--- src/rtl/mips_stage_writeback_pkg.sv ---
// Shared types and constants for the MIPS writeback stage.
//
// Contents:
//   - Bit positions of the fields in the packed MemReg control word.
//   - Load size encoding (byte / half / word).
//   - Link offset (return address = pc + 8).
//   - Register index type and the special register indices (zero, ra).
package mips_stage_writeback_pkg;

    // Packed control word carried by the MemReg bundle.
    localparam int unsigned CTRL_W            = 8;
    localparam int unsigned CTRL_VALID        = 0;
    localparam int unsigned CTRL_REG_WRITE    = 1;
    localparam int unsigned CTRL_MEM_TO_REG   = 2;
    localparam int unsigned CTRL_REG_DST      = 3;
    localparam int unsigned CTRL_LINK         = 4;
    localparam int unsigned CTRL_LOAD_SIGNED  = 5;
    localparam int unsigned CTRL_LOAD_SIZE_LO = 6;  // two bits: [7:6]

    typedef enum logic [1:0] {
        LoadByte = 2'd0,
        LoadHalf = 2'd1,
        LoadWord = 2'd2
    } load_size_e;

    // jal/jalr write the address of the instruction after the delay slot.
    localparam logic [31:0] LINK_OFFSET = 32'd8;

    typedef logic [4:0] reg_idx_t;
    localparam int unsigned REG_ZERO = 0;
    localparam int unsigned REG_RA   = 31;

endpackage

--- src/rtl/mips_stage_writeback_regfile.sv ---
// Architectural register file: one write port, two combinational read ports.
//
// Parameters:
//   INVERT_CTRL  1: write on the falling edge so a same-cycle read sees the new value.
//                0: write on the rising edge; a matching read is bypassed from the write port.
//   REG_L        number of registers; REG_W index width.
//   RESET_CLEAR  1: synchronous reset clears every register. 0: contents survive reset.
//
// Ports:
//   i_clk, i_reset          clock, synchronous active-high reset (blocks any write)
//   i_we, i_waddr, i_wdata  write port; i_we must already exclude register 0
//   i_raddr1/2, o_rdata1/2  read ports; register 0 always reads 0
module mips_stage_writeback_regfile #(
    parameter int unsigned INVERT_CTRL = 1,
    parameter int unsigned REG_L       = 32,
    parameter int unsigned REG_W       = $clog2(REG_L),
    parameter int unsigned RESET_CLEAR = 1
) (
    input  logic             i_clk,
    input  logic             i_reset,
    input  logic             i_we,
    input  logic [REG_W-1:0] i_waddr,
    input  logic [31:0]      i_wdata,
    input  logic [REG_W-1:0] i_raddr1,
    input  logic [REG_W-1:0] i_raddr2,
    output logic [31:0]      o_rdata1,
    output logic [31:0]      o_rdata2
);

    logic [31:0] w_regs [REG_L];

    for (genvar g = 0; g < REG_L; g++) begin : g_reg
        if (g == 0) begin : g_zero
            // Register 0 has no storage at all.
            assign w_regs[g] = '0;
        end else begin : g_store
            logic [31:0] r_q;
            logic        w_hit;

            assign w_hit = i_we & (i_waddr == REG_W'(g));

            if (INVERT_CTRL != 0) begin : g_neg
                always_ff @(negedge i_clk) begin
                    if (i_reset) begin
                        if (RESET_CLEAR != 0) begin
                            r_q <= '0;
                        end
                    end else if (w_hit) begin
                        r_q <= i_wdata;
                    end
                end
            end else begin : g_pos
                always_ff @(posedge i_clk) begin
                    if (i_reset) begin
                        if (RESET_CLEAR != 0) begin
                            r_q <= '0;
                        end
                    end else if (w_hit) begin
                        r_q <= i_wdata;
                    end
                end
            end

            assign w_regs[g] = r_q;
        end
    end

    always_comb begin
        o_rdata1 = w_regs[i_raddr1];
        o_rdata2 = w_regs[i_raddr2];
        // Rising-edge storage lags the decode read by a cycle; forward the pending write.
        if (INVERT_CTRL == 0) begin
            if (i_we && (i_raddr1 == i_waddr)) begin
                o_rdata1 = i_wdata;
            end
            if (i_we && (i_raddr2 == i_waddr)) begin
                o_rdata2 = i_wdata;
            end
        end
    end

endmodule

--- src/rtl/mips_stage_writeback.sv ---
// MIPS writeback stage: consumer end of the MemReg pipeline bundle.
// Unpacks the bundle, aligns/extends load data, selects the writeback value,
// owns the register file and exports forwarding and retire information.
//
// Optional feature macro: MIPS_STAGE_WRITEBACK_RETIRE_COUNT_EN
//   defined   -> adds o_retire_count (retired instruction counter) and o_last_pc.
//   undefined -> neither port nor any counter logic exists.
//
// Ports:
//   i_clk, i_reset                         clock, synchronous active-high reset
//   i_instruction, i_pc_addr, i_mem_out,
//   i_alu_result, i_control                MemReg bundle (control word layout in package)
//   i_read_addr1/2, o_read_data1/2         decode read ports (combinational)
//   o_fwd_valid, o_fwd_addr, o_fwd_data    registered copy of the write just performed
//   o_retire                               one-cycle pulse per valid instruction
module mips_stage_writeback
    import mips_stage_writeback_pkg::*;
#(
    parameter int unsigned INVERT_CTRL = 1,
    parameter int unsigned REG_L       = 32,
    parameter int unsigned REG_W       = $clog2(REG_L),
    parameter int unsigned RESET_CLEAR = 1
) (
    input  logic              i_clk,
    input  logic              i_reset,
    input  logic [31:0]       i_instruction,
    input  logic [31:0]       i_pc_addr,
    input  logic [31:0]       i_mem_out,
    input  logic [31:0]       i_alu_result,
    input  logic [CTRL_W-1:0] i_control,
    input  logic [REG_W-1:0]  i_read_addr1,
    input  logic [REG_W-1:0]  i_read_addr2,
    output logic [31:0]       o_read_data1,
    output logic [31:0]       o_read_data2,
    output logic              o_fwd_valid,
    output logic [REG_W-1:0]  o_fwd_addr,
    output logic [31:0]       o_fwd_data,
    output logic              o_retire
`ifdef MIPS_STAGE_WRITEBACK_RETIRE_COUNT_EN
    ,
    output logic [31:0]       o_retire_count,
    output logic [31:0]       o_last_pc
`endif
);

    logic             w_valid;
    logic             w_reg_write;
    logic             w_mem_to_reg;
    logic             w_reg_dst;
    logic             w_link;
    logic             w_load_signed;
    load_size_e       w_load_size;
    logic [1:0]       w_offset;
    logic [7:0]       w_byte;
    logic [15:0]      w_half;
    logic [31:0]      w_load;
    logic [31:0]      w_value;
    logic [REG_W-1:0] w_dest;
    logic             w_we;
    logic             w_unused;

    logic             r_fwd_valid;
    logic [REG_W-1:0] r_fwd_addr;
    logic [31:0]      r_fwd_data;
    logic             r_retire;

    // Only the rt/rd fields of the instruction matter here.
    assign w_unused = ^{i_instruction[31:21], i_instruction[10:0]};

    assign w_valid       = i_control[CTRL_VALID];
    assign w_reg_write   = i_control[CTRL_REG_WRITE];
    assign w_mem_to_reg  = i_control[CTRL_MEM_TO_REG];
    assign w_reg_dst     = i_control[CTRL_REG_DST];
    assign w_link        = i_control[CTRL_LINK];
    assign w_load_signed = i_control[CTRL_LOAD_SIGNED];
    assign w_load_size   = load_size_e'(i_control[CTRL_LOAD_SIZE_LO +: 2]);
    assign w_offset      = i_alu_result[1:0];

    always_comb begin
        w_dest = REG_W'(i_instruction[20:16]);
        if (w_link) begin
            w_dest = REG_W'(REG_RA);
        end else if (w_reg_dst) begin
            w_dest = REG_W'(i_instruction[15:11]);
        end
    end

    // Big-endian lanes: offset 0 is the most significant byte.
    always_comb begin
        w_byte = 8'h00;
        unique case (w_offset)
            2'd0: w_byte = i_mem_out[31:24];
            2'd1: w_byte = i_mem_out[23:16];
            2'd2: w_byte = i_mem_out[15:8];
            2'd3: w_byte = i_mem_out[7:0];
        endcase
        // offset[0] is ignored for halfwords; misalignment is trapped upstream.
        w_half = w_offset[1] ? i_mem_out[15:0] : i_mem_out[31:16];

        w_load = i_mem_out;
        case (w_load_size)
            LoadByte: w_load = {{24{w_load_signed & w_byte[7]}}, w_byte};
            LoadHalf: w_load = {{16{w_load_signed & w_half[15]}}, w_half};
            default:  w_load = i_mem_out;
        endcase
    end

    always_comb begin
        w_value = i_alu_result;
        if (w_link) begin
            w_value = i_pc_addr + LINK_OFFSET;
        end else if (w_mem_to_reg) begin
            w_value = w_load;
        end
    end

    // Reset suppresses the write of whatever instruction is in the stage.
    assign w_we = w_valid & w_reg_write & (w_dest != REG_W'(REG_ZERO)) & ~i_reset;

    mips_stage_writeback_regfile #(
        .INVERT_CTRL (INVERT_CTRL),
        .REG_L       (REG_L),
        .REG_W       (REG_W),
        .RESET_CLEAR (RESET_CLEAR)
    ) u_regfile (
        .i_clk    (i_clk),
        .i_reset  (i_reset),
        .i_we     (w_we),
        .i_waddr  (w_dest),
        .i_wdata  (w_value),
        .i_raddr1 (i_read_addr1),
        .i_raddr2 (i_read_addr2),
        .o_rdata1 (o_read_data1),
        .o_rdata2 (o_read_data2)
    );

    always_ff @(posedge i_clk) begin
        if (i_reset) begin
            r_fwd_valid <= 1'b0;
            r_fwd_addr  <= '0;
            r_fwd_data  <= '0;
            r_retire    <= 1'b0;
        end else begin
            r_fwd_valid <= w_we;
            // Address/data keep the last real write while no write is in flight.
            if (w_we) begin
                r_fwd_addr <= w_dest;
                r_fwd_data <= w_value;
            end
            r_retire <= w_valid;
        end
    end

    assign o_fwd_valid = r_fwd_valid;
    assign o_fwd_addr  = r_fwd_addr;
    assign o_fwd_data  = r_fwd_data;
    assign o_retire    = r_retire;

`ifdef MIPS_STAGE_WRITEBACK_RETIRE_COUNT_EN
    logic [31:0] r_retire_count;
    logic [31:0] r_last_pc;

    always_ff @(posedge i_clk) begin
        if (i_reset) begin
            r_retire_count <= '0;
            r_last_pc      <= '0;
        end else if (w_valid) begin
            r_retire_count <= r_retire_count + 32'd1;
            r_last_pc      <= i_pc_addr;
        end
    end

    assign o_retire_count = r_retire_count;
    assign o_last_pc      = r_last_pc;
`endif

endmodule

--- config.mk ---
export PLATFORM = sky130hd
export DESIGN_NAME = mips_stage_writeback
export DESIGN_NICKNAME = d
export VERILOG_FILES = /design/src/rtl/mips_stage_writeback_pkg.sv /design/src/rtl/mips_stage_writeback_regfile.sv /design/src/rtl/mips_stage_writeback.sv
export SDC_FILE = /design/constraint.sdc
export NUM_CORES = 2
export LEC_CHECK = 0
export ABC_AREA = 0
export CAP_MARGIN = 20
export CORE_UTILIZATION = 40
export DETAILED_ROUTE_END_ITERATION = 8
export GPL_ROUTABILITY_DRIVEN = 0
export PLACE_DENSITY = 0.59
export SLEW_MARGIN = 20
export SYNTH_ARGS = -nofsm -noshare
export SYNTH_HDL_FRONTEND = slang
export SYNTH_SLANG_ARGS = --single-unit
--- constraint.sdc ---
create_clock -name i_clk -period 6.9 [get_ports i_clk]
set_input_delay 2.07 -clock i_clk [delete_from_list [all_inputs] [get_ports i_clk]]
set_output_delay 2.07 -clock i_clk [all_outputs]
set_load 0.01 [all_outputs]
; ---- Yosys cells after proc, flatten, opt, wreduce, memory -nomap -nowiden
; Index checks and enable logic that the tools add are counted.
[op_classes]
n_lt_le_gt_ge = 2
n_mux = 13
add_sub_neg = 1
n_reduce_logical = 3
bitwise_logic = 39
n_eq_ne = 35
[op_table]
columns = cell, count
row1 = 32-bit binary-select mux with 5-bit select, 2
row2 = 32-bit 2-to-1 mux, 6
row3 = 5-bit equality test (second input constant), 16
row4 = 32-bit case mux with 2 select lines, 1
row5 = 5-bit by 4-bit equality test with 1-bit output (second input constant), 8
row6 = 1-bit AND, 36
row7 = 32-bit by 4-bit adder with 32-bit output (second input constant), 1
row8 = 8-bit case mux with 4 select lines, 1
row9 = 5-bit by 3-bit equality test with 1-bit output (second input constant), 4
row10 = 16-bit 2-to-1 mux, 1
row11 = 6-bit >= comparator (second input constant), 2
row12 = 5-bit NOT with 6-bit output, 2
row13 = 5-bit by 2-bit equality test with 1-bit output (second input constant), 2
row14 = 5-bit 2-to-1 mux, 2
row15 = 5-bit by 1-bit equality test with 1-bit output (second input constant), 1
row16 = 5-bit nonzero test, 1
row17 = 2-bit by 1-bit equality test with 1-bit output (second input constant), 2
row18 = 2-bit equality test (second input constant), 2
row19 = 2-bit logical NOT, 2
row20 = 1-bit NOT, 1
[totals]
output_inout_bits = 103
regBits = 1031
word_cells = 128
in_bits = 148

; ---- Longest topological paths before layout
[logic_depth]
ltp_word = 6
ltp_mapped = 9
ltp_nobuf = 6

; ---- Modules after synthesis
; A second synthesis with hierarchy kept.
[unflattened]
cells_unflattened = 6366
hier_area_um2 = 54064.4
[by_module_without_submodules]
columns = module, seq_area_each_um2, area_per_inst_um2, instances, cells_per_inst
row1 = mips_stage_writeback_regfile, 19859.0, 50463.4, 1, 5870
row2 = mips_stage_writeback, 780.7, 3601.0, 1, 496

==> impl_metrics.toml <==
[synth]
mappedNetlistArea_mm2 = 0.0529
syn_nets = 5440
synthFlopType = "sky130_fd_sc_hd__dfxtp_1"
synth-async-reset-ratio_pct = 0
synth-seq-cells = 1031
synth_warnings = 0
synth-edff-count = 0
yosysSeqAreaShare_pct = 39.0
syn_avg_cell_area_um2 = 10.0
post_synthesis_cells = 5291
post_synthesis_cell_type_count = 80

[cts]
cts-htree-levels = 3
clock_sink_count = 1031
cts_tree = "built"
root_buffer_cell = "sky130_fd_sc_hd__clkbuf_16"
clock_insertion_delay_worst_skew_ns = 0.75
clkSlewWorstSetupHoldPaths_ns = 0.05
clock_path_buffers = 3
cts_buffers = 113
hold_buffers_post_cts = 0

[placed_design]
io_buffer_count = 228
dp.cells = 7380
place_hpwl_um = 141000
dpl-instance-area_mm2 = 0.0634
placement.setup.worst_slack_ns = -1.29

[detailed_routing]
avgViaCountPerCell = 6.34
routed_wire_length_per_instance_um = 28.6
dr.first_iter.drc_count = 8853
total_wire_length_um = 253000
num_vias = 56046
post_route_drc = 0
postRouteAntennaNets = 0
drt-pass1-iter-count = 7

[setup_path]
timing.rr.start = "u_regfile.g_reg[31].g_store.r_q[14]"
worst-path-max-fanout = 3
cp_slowest_stage_delay_ns = 0.58
critical-path-top-cell-by-count = "sky130_fd_sc_hd__mux4_2"
rrSetupSlack_ns = 5.98
timing.critical_path.arrival_ns = 6.12
slowest_stage = "sky130_fd_sc_hd__mux4_2"
cpLargestDelayFamily = "multiplexers"
timing.critical_path.from_type = "register"
crit_path_end_kind = "output port"
cp_cell_sequence = "mux4_2, mux4_2, mux2_4, buf_6"
critical_path.startpoint = "u_regfile.g_reg[16].g_store.r_q[28]"
worst-setup-path-type = "reg -> out"
critical_path_required_ns = 4.83
cp_num_buf_inv = 1

[floorplan]
fp.dieW_um = 366
core-area_mm2 = 0.131
initial_util_pct = 40.3
floorplan.die_area_mm2 = 0.134
die_height_um = 366
rows = 133
boundaryPins = 251

[sta]
hold_viol_final = 0
finalMaxSlewViolations = 0
timing_worst_slew_pin_value_ns = 1.00
finalWorstSetupSlack_ns = -1.29
slew_headroom_pct = 33.2
setup_repair_after_global_routing_missed_its_margin = "yes"
setup-violations-final = 483
fin_worst_skew_ns = 0

[hold_path]
timing.hold.worst.class = "reg -> reg"
min-delay-start = "u_regfile.g_reg[4].g_store.r_q[23]"

[grt]
grt_antenna_before_repair = 21
grt_start_max_net_pins = 163
grt_pass1_vias = 53724
grt_remaining_overflow = 0
overall_global_routing_usage_pct = 32.7
global_route_wire_length_before_repair_um = 330000

[power_and_ir_drop]
switching_power_w = 0.00557
power_density_mw_per_mm2 = 219
power.ir.vdd_worst_mv = 0.214
net_switching_fraction_of_the_power_pct = 32.7
clkPwrFrac_pct = 53.3
p_int_w = 0.0114
power_leakage_nw = 32.0
seqPwrFrac_pct = 35.7
power.share.combinational_pct = 11.0

[layout]
areaGrowthSynthToFinish_pct = 46.6
postLayoutCellArea_mm2 = 0.0776
final_util_pct = 59.1
layout-drive-gt1-share_pct = 35.1
layout.nets = 7144
filler_cells = 10560
finalNonFillerCells = 8845

[run]
max-cap-violations = 0

[outcome]
failed_checks = "setup timing"
status = "complete, but fails checks"
## synthesized netlist by cell type (all sizes together), types with 16 or more instances
| library cell | count | area share [%] |
|---|---|---|
| dfxtp | 1031 | 39 |
| nand2 | 758 | 5.4 |
| a21oi | 658 | 6.2 |
| mux4 | 578 | 25 |
| clkbuf | 403 | 2.9 |
| o21ai | 383 | 3.6 |
| nor2 | 283 | 2.1 |
| a211oi | 227 | 3.2 |
| buf | 216 | 1.9 |
| mux2 | 139 | 3.0 |
| nand3 | 137 | 1.3 |
| a22o | 64 | 1.1 |
| o31ai | 49 | 0.70 |
| and3 | 40 | 0.47 |
| o21bai | 38 | 0.54 |
| nor3 | 25 | 0.24 |
| a31oi | 19 | 0.22 |
| inv | 18 | 0.13 |
| nand2b | 16 | 0.19 |
## power by group through the flow
| stage | combinational, W | clock (W) | sequential [W] |
|---|---|---|---|
| after floorplan | 0.000745 | 0.000867 | 0.00614 |
| after global placement | 0.00152 | 0.000867 | 0.00615 |
| after CTS | 0.00172 | 0.00906 | 0.00606 |
| final | 0.00188 | 0.00906 | 0.00606 |
| after global routing | 0.00191 | 0.00979 | 0.00605 |
| after detailed placement | 0.00153 | 0.000867 | 0.00615 |
## tightest hold or removal path, stage by stage, from the launching register on
cell and delay (ns):
sky130_fd_sc_hd__dfxtp_1 0.30, sky130_fd_sc_hd__nand2_1 0.05, sky130_fd_sc_hd__a21oi_1 0.05
## per-stage QoR
step | hold slack, ns | TNS (ns) | total power [W]
floorplan | 0.439 | -318.83 | 0.00775
global placement | 0.447 | -1075.91 | 0.00853
detailed placement | 0.456 | -1098.23 | 0.00854
CTS | 0.458 | -76.11 | 0.0169
global route | 0.473 | -106.35 | 0.0178
finish | 0.458 | -98.84 | 0.0170
## path summary, 6_finish.rpt
| kind | endpoint | cells past startpoint |
|---|---|---|
| min | u_regfile.g_reg[4].g_store.r_q[23] | 2 |
| min reg2reg | u_regfile.g_reg[4].g_store.r_q[23] | 2 |
| max | o_read_data1[28] | 4 |
| max reg2reg | u_regfile.g_reg[31].g_store.r_q[14] | 3 |
## registers in the layout (all words and copies together), names as in the netlist
register and flops:
u_regfile.g.g_store.r_q 992, o_fwd_data 32, o_fwd_valid 1, o_retire 1, o_fwd_addr 5
## layout by cell type (no fill, tap or decap), types with 79 or more instances in the layout
master                               n
sky130_fd_sc_hd__inv_1            1032
sky130_fd_sc_hd__dfxtp_1           941
sky130_fd_sc_hd__nand2_1           684
sky130_fd_sc_hd__mux4_2            578
sky130_fd_sc_hd__buf_4             578
sky130_fd_sc_hd__a21oi_1           567
sky130_fd_sc_hd__o21ai_0           346
sky130_fd_sc_hd__nor2_1            241
sky130_fd_sc_hd__buf_12            241
sky130_fd_sc_hd__clkbuf_16         159
sky130_fd_sc_hd__buf_6             152
sky130_fd_sc_hd__a211oi_1          146
sky130_fd_sc_hd__nand3_1           129
sky130_fd_sc_hd__clkdlybuf4s50_1   109
sky130_fd_sc_hd__dfxtp_2            88
sky130_fd_sc_hd__a21oi_2            86
sky130_fd_sc_hd__a211oi_2           79
## cells by family after synthesis
kind of cell	synth area share (%)
compound gates	17.4
xor+xnor	0.0993
fa+ha+maj	0.0236
buf+inv	4.89
flops	39.0
mux	27.8
simple gates	10.9
## layout make-up
class	instances	area (um2)	area share [%]
multi-input cells	3623	32300	41.6
clock inverters	1080	4750	6.13
inverters	18	75.1	0.0968
clock buffers	119	2950	3.80
well taps	1755	2200	2.83
repair buffers	1216	14600	18.8
flip-flops and latches	1031	20800	26.8
diodes	3	7.51	0.00968
## layer usage
| metal | global-route usage, % | wire, um |
|---|---|---|
| met3 | 11.9 | 39200 |
| met4 | 18.4 | 17900 |
| met5 | 0 | 432 |
| met1 | 41.3 | 88700 |
| met2 | 48.2 | 107000 |
## timing repair
| action | CTS | global route |
|---|---|---|
| setup buffers | 100 | 96 |
| setup endpoints to repair | 1056 | 535 |
| gates cloned | 31 | 58 |
| endpoints found under the hold margin | 0 | 0 |
| pin swaps | 65 | 142 |
| gates resized for setup | 735 | 453 |
No activity file was read; power rests on OpenSTA's default activity.
